[config.mk]
export PLATFORM = sky130hd
export DESIGN_NAME = uart_rx_ctrl
export DESIGN_NICKNAME = d
export VERILOG_FILES = /design/src/rtl/uart_pkg.sv /design/src/rtl/sync_ff.sv /design/src/rtl/uart_rx_ctrl.sv
export SDC_FILE = /design/constraint.sdc
export NUM_CORES = 1
export LEC_CHECK = 0
export CORE_ASPECT_RATIO = 0.9
export CORE_MARGIN = 5
export CORE_UTILIZATION = 40
export DETAILED_ROUTE_END_ITERATION = 12
export PLACE_DENSITY = 0.67
export SLEW_MARGIN = 20
export SYNTH_ARGS = -nofsm -noshare
export SYNTH_HDL_FRONTEND = slang
export SYNTH_SLANG_ARGS = --single-unit
export TNS_END_PERCENT = 50
[constraint.sdc]
create_clock -name clk -period 1.95 [get_ports clk]
set_input_delay 0.39 -clock clk [delete_from_list [all_inputs] [get_ports clk]]
set_output_delay 0.39 -clock clk [all_outputs]
set_load 0.01 [all_outputs]
[src/rtl/uart_pkg.sv]
// Purpose: shared types and defaults for the serial receive/transmit sequencers.
// Latency: n/a (declarations only).
// Backpressure: n/a.
package uart_pkg;

    localparam int   OSR_DEFAULT       = 16;
    localparam int   DATA_BITS_DEFAULT = 8;
    localparam logic IDLE_LEVEL        = 1'b1;

    // ST_PARITY is reachable only when UART_RX_PARITY_EN is defined; the
    // encoding is kept fixed so both builds share one state map.
    typedef enum logic [2:0] {
        ST_IDLE      = 3'd0,
        ST_START     = 3'd1,
        ST_DATA      = 3'd2,
        ST_PARITY    = 3'd3,
        ST_STOP      = 3'd4,
        ST_WAIT_HIGH = 3'd5
    } rx_state_t;

endpackage

[src/rtl/sync_ff.sv]
// Purpose: STAGES-deep flop chain bringing an asynchronous level into clk.
// Latency: STAGES clk from d to q.
// Backpressure: none; free-running.
//
// Ports: clk, reset (async active-low, loads RESET_VAL), d (async in), q (synchronised out).
module sync_ff #(
    parameter int   STAGES    = 2,
    parameter logic RESET_VAL = 1'b1
) (
    input  logic clk,
    input  logic reset,
    input  logic d,
    output logic q
);

    logic [STAGES-1:0] ff;

    always_ff @(posedge clk or negedge reset) begin
        if (!reset) begin
            ff <= {STAGES{RESET_VAL}};
        end else begin
            ff[0] <= d;
            for (int i = 1; i < STAGES; i++) begin
                ff[i] <= ff[i-1];
            end
        end
    end

    assign q = ff[STAGES-1];

endmodule

[src/rtl/uart_rx_ctrl.sv]
// Purpose: serial receive sequencer; start-bit qualification, LSB-first shift, stop check.
// Latency: char_received/framing_err one clk after the sample_tick that samples the stop bit.
// Backpressure: none; strobes are fire-and-forget, downstream FIFO must accept every byte.
//
// Ports:
//   clk, reset (async active-low)   clock and reset
//   sample_tick                     OSR x baud strobe; all FSM timing advances on it
//   data_in                         raw serial line, idle high
//   rx_data                         last good byte, held until the next good byte
//   char_received / framing_err     one-clk pulses, mutually exclusive
//   busy                            registered, high while the FSM is out of IDLE
//   parity_err                      only with UART_RX_PARITY_EN: even-parity mismatch,
//                                   pulses together with char_received
module uart_rx_ctrl
    import uart_pkg::*;
#(
    parameter int OSR         = OSR_DEFAULT,
    parameter int DATA_BITS   = DATA_BITS_DEFAULT,
    parameter int SYNC_STAGES = 2
) (
    input  logic                 clk,
    input  logic                 reset,
    input  logic                 sample_tick,
    input  logic                 data_in,
    output logic [DATA_BITS-1:0] rx_data,
    output logic                 char_received,
    output logic                 framing_err,
`ifdef UART_RX_PARITY_EN
    output logic                 parity_err,
`endif
    output logic                 busy
);

    localparam int TW = $clog2(OSR);
    localparam int BW = $clog2(DATA_BITS + 1);

    localparam logic [TW-1:0] TICK_MID  = TW'(OSR / 2 - 1);
    localparam logic [TW-1:0] TICK_LAST = TW'(OSR - 1);
    localparam logic [BW-1:0] BIT_LAST  = BW'(DATA_BITS);

    logic                 line;
    rx_state_t            state, state_nxt;
    logic [TW-1:0]        tick_cnt, tick_nxt;
    logic [BW-1:0]        bit_cnt, bit_nxt, bit_inc;
    logic [DATA_BITS-1:0] shift, shift_nxt, rx_data_nxt;
    logic                 char_nxt, ferr_nxt;
`ifdef UART_RX_PARITY_EN
    logic                 par_bad, par_bad_nxt, perr_nxt;
`endif

    sync_ff #(
        .STAGES    (SYNC_STAGES),
        .RESET_VAL (IDLE_LEVEL)
    ) u_sync (
        .clk   (clk),
        .reset (reset),
        .d     (data_in),
        .q     (line)
    );

    assign bit_inc = bit_cnt + BW'(1);

    always_comb begin
        state_nxt   = state;
        tick_nxt    = tick_cnt;
        bit_nxt     = bit_cnt;
        shift_nxt   = shift;
        rx_data_nxt = rx_data;
        char_nxt    = 1'b0;
        ferr_nxt    = 1'b0;
`ifdef UART_RX_PARITY_EN
        par_bad_nxt = par_bad;
        perr_nxt    = 1'b0;
`endif
        if (sample_tick) begin
            case (state)
                ST_IDLE: begin
                    if (line != IDLE_LEVEL) begin
                        state_nxt = ST_START;
                        tick_nxt  = '0;
                    end
                end
                ST_START: begin
                    // A start bit must still be low at its midpoint, else it was a glitch.
                    if (tick_cnt == TICK_MID) begin
                        if (line == IDLE_LEVEL) begin
                            state_nxt = ST_IDLE;
                        end else begin
                            state_nxt = ST_DATA;
                            tick_nxt  = '0;
                            bit_nxt   = '0;
                        end
                    end else begin
                        tick_nxt = tick_cnt + TW'(1);
                    end
                end
                ST_DATA: begin
                    if (tick_cnt == TICK_LAST) begin
                        // LSB arrives first, so after DATA_BITS shifts it sits in bit 0.
                        shift_nxt = {line, shift[DATA_BITS-1:1]};
                        tick_nxt  = '0;
                        bit_nxt   = bit_inc;
                        if (bit_inc == BIT_LAST) begin
`ifdef UART_RX_PARITY_EN
                            state_nxt = ST_PARITY;
`else
                            state_nxt = ST_STOP;
`endif
                        end
                    end else begin
                        tick_nxt = tick_cnt + TW'(1);
                    end
                end
`ifdef UART_RX_PARITY_EN
                ST_PARITY: begin
                    if (tick_cnt == TICK_LAST) begin
                        // Even parity: data ones plus parity bit must be even.
                        par_bad_nxt = line ^ (^shift);
                        tick_nxt    = '0;
                        state_nxt   = ST_STOP;
                    end else begin
                        tick_nxt = tick_cnt + TW'(1);
                    end
                end
`endif
                ST_STOP: begin
                    if (tick_cnt == TICK_LAST) begin
                        tick_nxt = '0;
                        if (line == IDLE_LEVEL) begin
                            rx_data_nxt = shift;
                            char_nxt    = 1'b1;
`ifdef UART_RX_PARITY_EN
                            perr_nxt    = par_bad;
`endif
                            state_nxt   = ST_IDLE;
                        end else begin
                            ferr_nxt  = 1'b1;
                            state_nxt = ST_WAIT_HIGH;
                        end
                    end else begin
                        tick_nxt = tick_cnt + TW'(1);
                    end
                end
                ST_WAIT_HIGH: begin
                    // A held-low line (break) must not be read as a stream of start bits.
                    if (line == IDLE_LEVEL) begin
                        state_nxt = ST_IDLE;
                    end
                end
                default: begin
                    state_nxt = ST_IDLE;
                end
            endcase
        end
    end

    always_ff @(posedge clk or negedge reset) begin
        if (!reset) begin
            state         <= ST_IDLE;
            tick_cnt      <= '0;
            bit_cnt       <= '0;
            shift         <= '0;
            rx_data       <= '0;
            char_received <= 1'b0;
            framing_err   <= 1'b0;
            busy          <= 1'b0;
`ifdef UART_RX_PARITY_EN
            par_bad       <= 1'b0;
            parity_err    <= 1'b0;
`endif
        end else begin
            state         <= state_nxt;
            tick_cnt      <= tick_nxt;
            bit_cnt       <= bit_nxt;
            shift         <= shift_nxt;
            rx_data       <= rx_data_nxt;
            char_received <= char_nxt;
            framing_err   <= ferr_nxt;
            busy          <= (state != ST_IDLE);
`ifdef UART_RX_PARITY_EN
            par_bad       <= par_bad_nxt;
            parity_err    <= perr_nxt;
`endif
        end
    end

endmodule

* Word level (Yosys, flattened, before mapping)
Cells that the tools add are included.
Storage, ports and cells: register bits after elaboration 32, bits in latches 0, bits in writable memories 0, memory bits (read-only) 0, output and inout bits 11, logic and storage cells 60, memories 0
Cells by class: $add $sub $neg 2, multiply operators 0, divide/modulo/power cells 0, $lt $le $gt $ge 0, equality and inequality tests 14, shift-type cells 0, muxes and demuxes 25, bitwise gates (word level) 0, reduce and logical (&&, ||, !) cells 10
Operators with widths (count):
- $mux 4 | 6
- $mux 3 | 7
- $pmux 3 s5 | 1
- $ne 2x2->1 const B | 6
- $pmux 4 s3 | 1
- $add 4x1->4 const B | 2
- $eq 4x4->1 const B | 2
- $mux 1 | 8
- $pmux 4 s2 | 1
- $reduce_and 7->1 | 1
- $eq 3x3->1 const B | 2
- $reduce_bool 3->1 | 2
- $reduce_and 5->1 | 1
- $eq 4x3->1 const B | 1
- $reduce_and 4->1 | 1
- $eq 3x1->1 const B | 1
- $eq 3x2->1 const B | 1
- $logic_not 3->1 | 1
- $reduce_and 3->1 | 1
- $mux 2 | 1
- $ne 2x1->1 const B | 1
- $reduce_and 2->1 | 1
- $reduce_bool 2->1 | 1
- $reduce_or 2->1 | 1

* Depth between registers and ports, before layout
depth after elaboration 5, mapped depth 5

* Hierarchy
From an unflattened synthesis, not the netlist that was laid out.
Second synthesis, totals: cell total of the unflattened synthesis 124, area, all modules 1577.8 um^2
Modules (own cells, without submodules):
- uart_rx_ctrl | instances 1, cells each 122, area each 1525.2 um^2, seq. area each 750.7 um^2
- sync_ff | instances 1, cells each 2, area each 52.6 um^2, seq. area each 52.6 um^2

* Worst setup path after synthesis
OpenSTA, ideal clock, no wires.
kind register to register, start point register tick_cnt[3], end point register bit_cnt[3], setup time 92 ps, arrival 1698 ps, data required time 1858 ps, path slack 160 ps, stages on the path, launching flop included 5, path buffers 0, clock period less this slack 1790 ps, path through dfrtp_1 > or4b_1 > a211o_1 > or2_4 > o31ai_2
On the way: longest elaborated chain between the ends 3
Ends and longest elaborated chain:
- from (decl) | RTL line uart_rx_ctrl.sv:43 | logic [TW-1:0] tick_cnt, tick_nxt;
- from (signal assigned) | RTL line uart_rx_ctrl.sv:173 | tick_cnt <= tick_nxt;
- $eq 4x4->1 or $eq 4x3->1 (tied branches) | RTL line uart_rx_ctrl.sv:98, uart_rx_ctrl.sv:85
- $ne 2x2->1 (no line)
- $reduce_and 5->1 (no line) *
- to (signal assigned) | RTL line uart_rx_ctrl.sv:174 | bit_cnt <= bit_nxt;
- to (decl) | RTL line uart_rx_ctrl.sv:44 | logic [BW-1:0] bit_cnt, bit_nxt, bit_inc;
Every way passes the cells marked *; elsewhere a longest branch is shown, timed or not. A chain may end at the register's enable or synchronous reset.

* Worst setup path after layout
start point register state[1], end point register bit_cnt[3]
On the way: longest elaborated chain between the ends 3
Ends and longest elaborated chain:
- from (decl) | RTL line uart_rx_ctrl.sv:42 | rx_state_t state, state_nxt;
- from (signal assigned) | RTL line uart_rx_ctrl.sv:172 | state <= state_nxt;
- $eq 3x1->1 or $eq 3x2->1 (tied branches) | RTL line uart_rx_ctrl.sv:76 | case (state)
- $ne 2x2->1 (no line) or $reduce_bool 2->1 (tied branches)
- $reduce_and 5->1 (no line)
Several ways; a longest one is shown, not always the timed one.

==> run summary <==
Ys async rst share: 100.0%
TNS Setup: 0 ns
Sequential cell area fraction in the yosys report: 51.61%
Starting DRT DRC Count: 88
Final period utilization: 94.32%
CTS tree: built
Hold Buf Count CTS: 0
Synth top area share: 48.23%
Number of global-route vias before repair: 1134
Worst Skew: 0.009707 ns
CP startpoint kind: register
Max cap viols: 0
Final hold viol count: 0
Clock Tree Buf Depth: 2
Syn avg cell area: 11.20 sq um
CTS Buf Count: 5
Final std cells w/o fill: 212
Min Tclk post-route: 1.839 ns
DR pass1 iterations: 4
RSZ-0062 raised after global routing: no
Hold Crit Depth: 0
Port buffer count: 14
Worst path cell trace: or4b_1 -> a211o_1 -> or2_4 -> o31ai_2
Core area: 3731 sq um
Kind of critical path: reg -> reg
R2R cell count: 4
Setup ws final: 0.1108 ns
Cells after DPL: 204
Endpoints failing setup: 0
DRC: 0
Layout Area Growth over Synthesis: 24.28%
# clock sinks: 32
Peak VDD IR: 418.2 uV
Data required time of the critical path: 2.15 ns
Setup Buffers After CTS: 0
Max Fclk: 0.5437 GHz
Synth unique cells: 44
Syn_nets: 145
Nets: 171
Final Slew Violations: 0
Routed len/inst: 14.78 um
Layout cell share with drive strength beyond 1: 16.27%
Critical path buffers and inverters: 0
Die span in y: 69.18 um
Post-synth EDFFs: 0
Total GRT Usage: 13.27%
Most common flop cell mapped by yosys: dfrtp_1
Rows: 21
HPWL Detailed: 2223 um
Tightest Pin Transition: 0.4693 ns
Critical Path Stages: 4
First-pass GRT wire length: 5326 um
Post-Syn Instances: 139
Area contributors post-synth: dfrtp_1, mux2_1, dfstp_2
H-tree Lvls: 2
Post-synth top area cell: dfrtp_1
Crit-path max cell delay: 0.56 ns
Post-synthesis cell area: 1556 sq um
Max-slew headroom: 68.47%
Root buf cell: clkbuf_8
Commonest non-fill, non-tap cells in the layout: dfrtp_1, mux2_1, clkdlybuf4s50_1
Antenna diodes: 0
Antenna Violating Nets Remaining: 0
Power density over the cells: 1011 nW/um^2
Crit path max-delay family: simple AND/OR/NAND/NOR gates
Leak: 0.0008847 uW
Vias per cell: 5.467
Post-cts resize count: 0
Initial Util: 41.72%
Worst Hold Class: reg -> reg
Status: finished clean
Worst Path Max Fanout: 3
IO Count: 15
#FFs+latches synth: 32
Final Util: 51.84%
Die Wd: 75.76 um
Largest net degree at the start of global routing: 33
Tot Pwr: 1956 uW
Insertion delay to the later sink of the worst-skew pair: 0.29 ns
Most common cell after layout, fill and taps aside: dfrtp_1
Die ar.: 5241 sq um
WP data arrival: 2.04 ns
Grt ovf: 0
Critical path capture point type: register
WL final: 3133 um
RePlAce Congestion: 0.8786
Yosys warns: 0
Clock-pin slew on the worst setup and hold paths: 0.08 ns
Pre-CTS WS: -0.02588 ns
Initial antenna violation count: 0
CP max stage cell: or4b_1
Via count: 1159
==> sequential cells by signal (all words and copies together) (netlist names) <==
name	count
bit_cnt	4
busy	1
char_received	1
framing_err	1
rx_data	8
shift	8
state	3
tick_cnt	4
u_sync.ff	2
==> cell families (layout without fill, tap and decap cells) <==
family                   after synthesis  count (layout)  share of synthesized area, %
AND/OR/NAND/NOR                       42              42                         16.24
XOR/XNOR                               1               1                        0.5628
AO/OA/AOI/OAI                         33              33                         15.19
adder cells (fa/ha/maj)                2               2                         1.607
flip-flops                            32              32                         51.61
multiplexers                          16              16                         11.58
buffers and inverters                 13              40                         3.215
==> stage by stage <==
stage                     cell area (sq um)  hold WS (ns)
after floorplan                        1556       0.09441
after global placement                 1817        0.3495
after detailed placement               1817        0.3482
after CTS                              1932        0.3582
after global routing                   1934        0.3591
final                                  1934        0.3558
==> synthesized netlist by cell type (all sizes together) (2+ instances only) <==
library cell   n
nand3b         2
o31ai          4
nand2          4
inv            6
a21o           2
dfrtp         30
or3b           2
a211o          3
and3           3
ha             2
nor2b          2
a21oi          4
nor2           8
o21ai          7
a211oi         3
dfstp          2
nand2b         4
o21a           3
nor3           3
mux2          16
or3            2
nand3          3
clkbuf         6
==> worst paths after layout <==
kind                                   startpoint                     end  slack [ns]
hold reg to reg            u_sync.ff[0]$_DFF_PN1_  u_sync.ff[1]$_DFF_PN1_        0.36
setup / recovery             state[1]$_DFFE_PN0P_  bit_cnt[3]$_DFFE_PN0P_        0.11
min in group asynchronous                   reset    shift[7]$_DFFE_PN0P_        0.49
setup reg to reg             state[1]$_DFFE_PN0P_  bit_cnt[3]$_DFFE_PN0P_        0.11
max in group asynchronous                   reset  u_sync.ff[0]$_DFF_PN1_        1.13
hold / removal             u_sync.ff[0]$_DFF_PN1_  u_sync.ff[1]$_DFF_PN1_        0.36
==> routing by layer <==
metal  vias to the layer above  wire length [um]  GRT usage, %
li1                        561                 -             -
met4                         0                60         4.854
met1                       549              1422         17.71
met2                        40              1438         18.63
met3                         9               211         6.087
met5                         -                 0             0
==> report_power, final <==
part,switching (uW),internal (uW),total [uW]
registers,52.7,724,776
logic,298,235,532
clock network,262,384,647
total,613,1340,1960
==> final cells by class <==
class | count | area, sq um
multi-input combinational | 94 | 705.7
fill | 322 | 1797
tap | 46 | 57.56
sequential | 32 | 803.3
inverter | 6 | 22.52
timing repair buffer | 26 | 230.2
clock inverter | 3 | 46.29
clock buffer | 5 | 68.82
(Power assumes the default switching activity.)
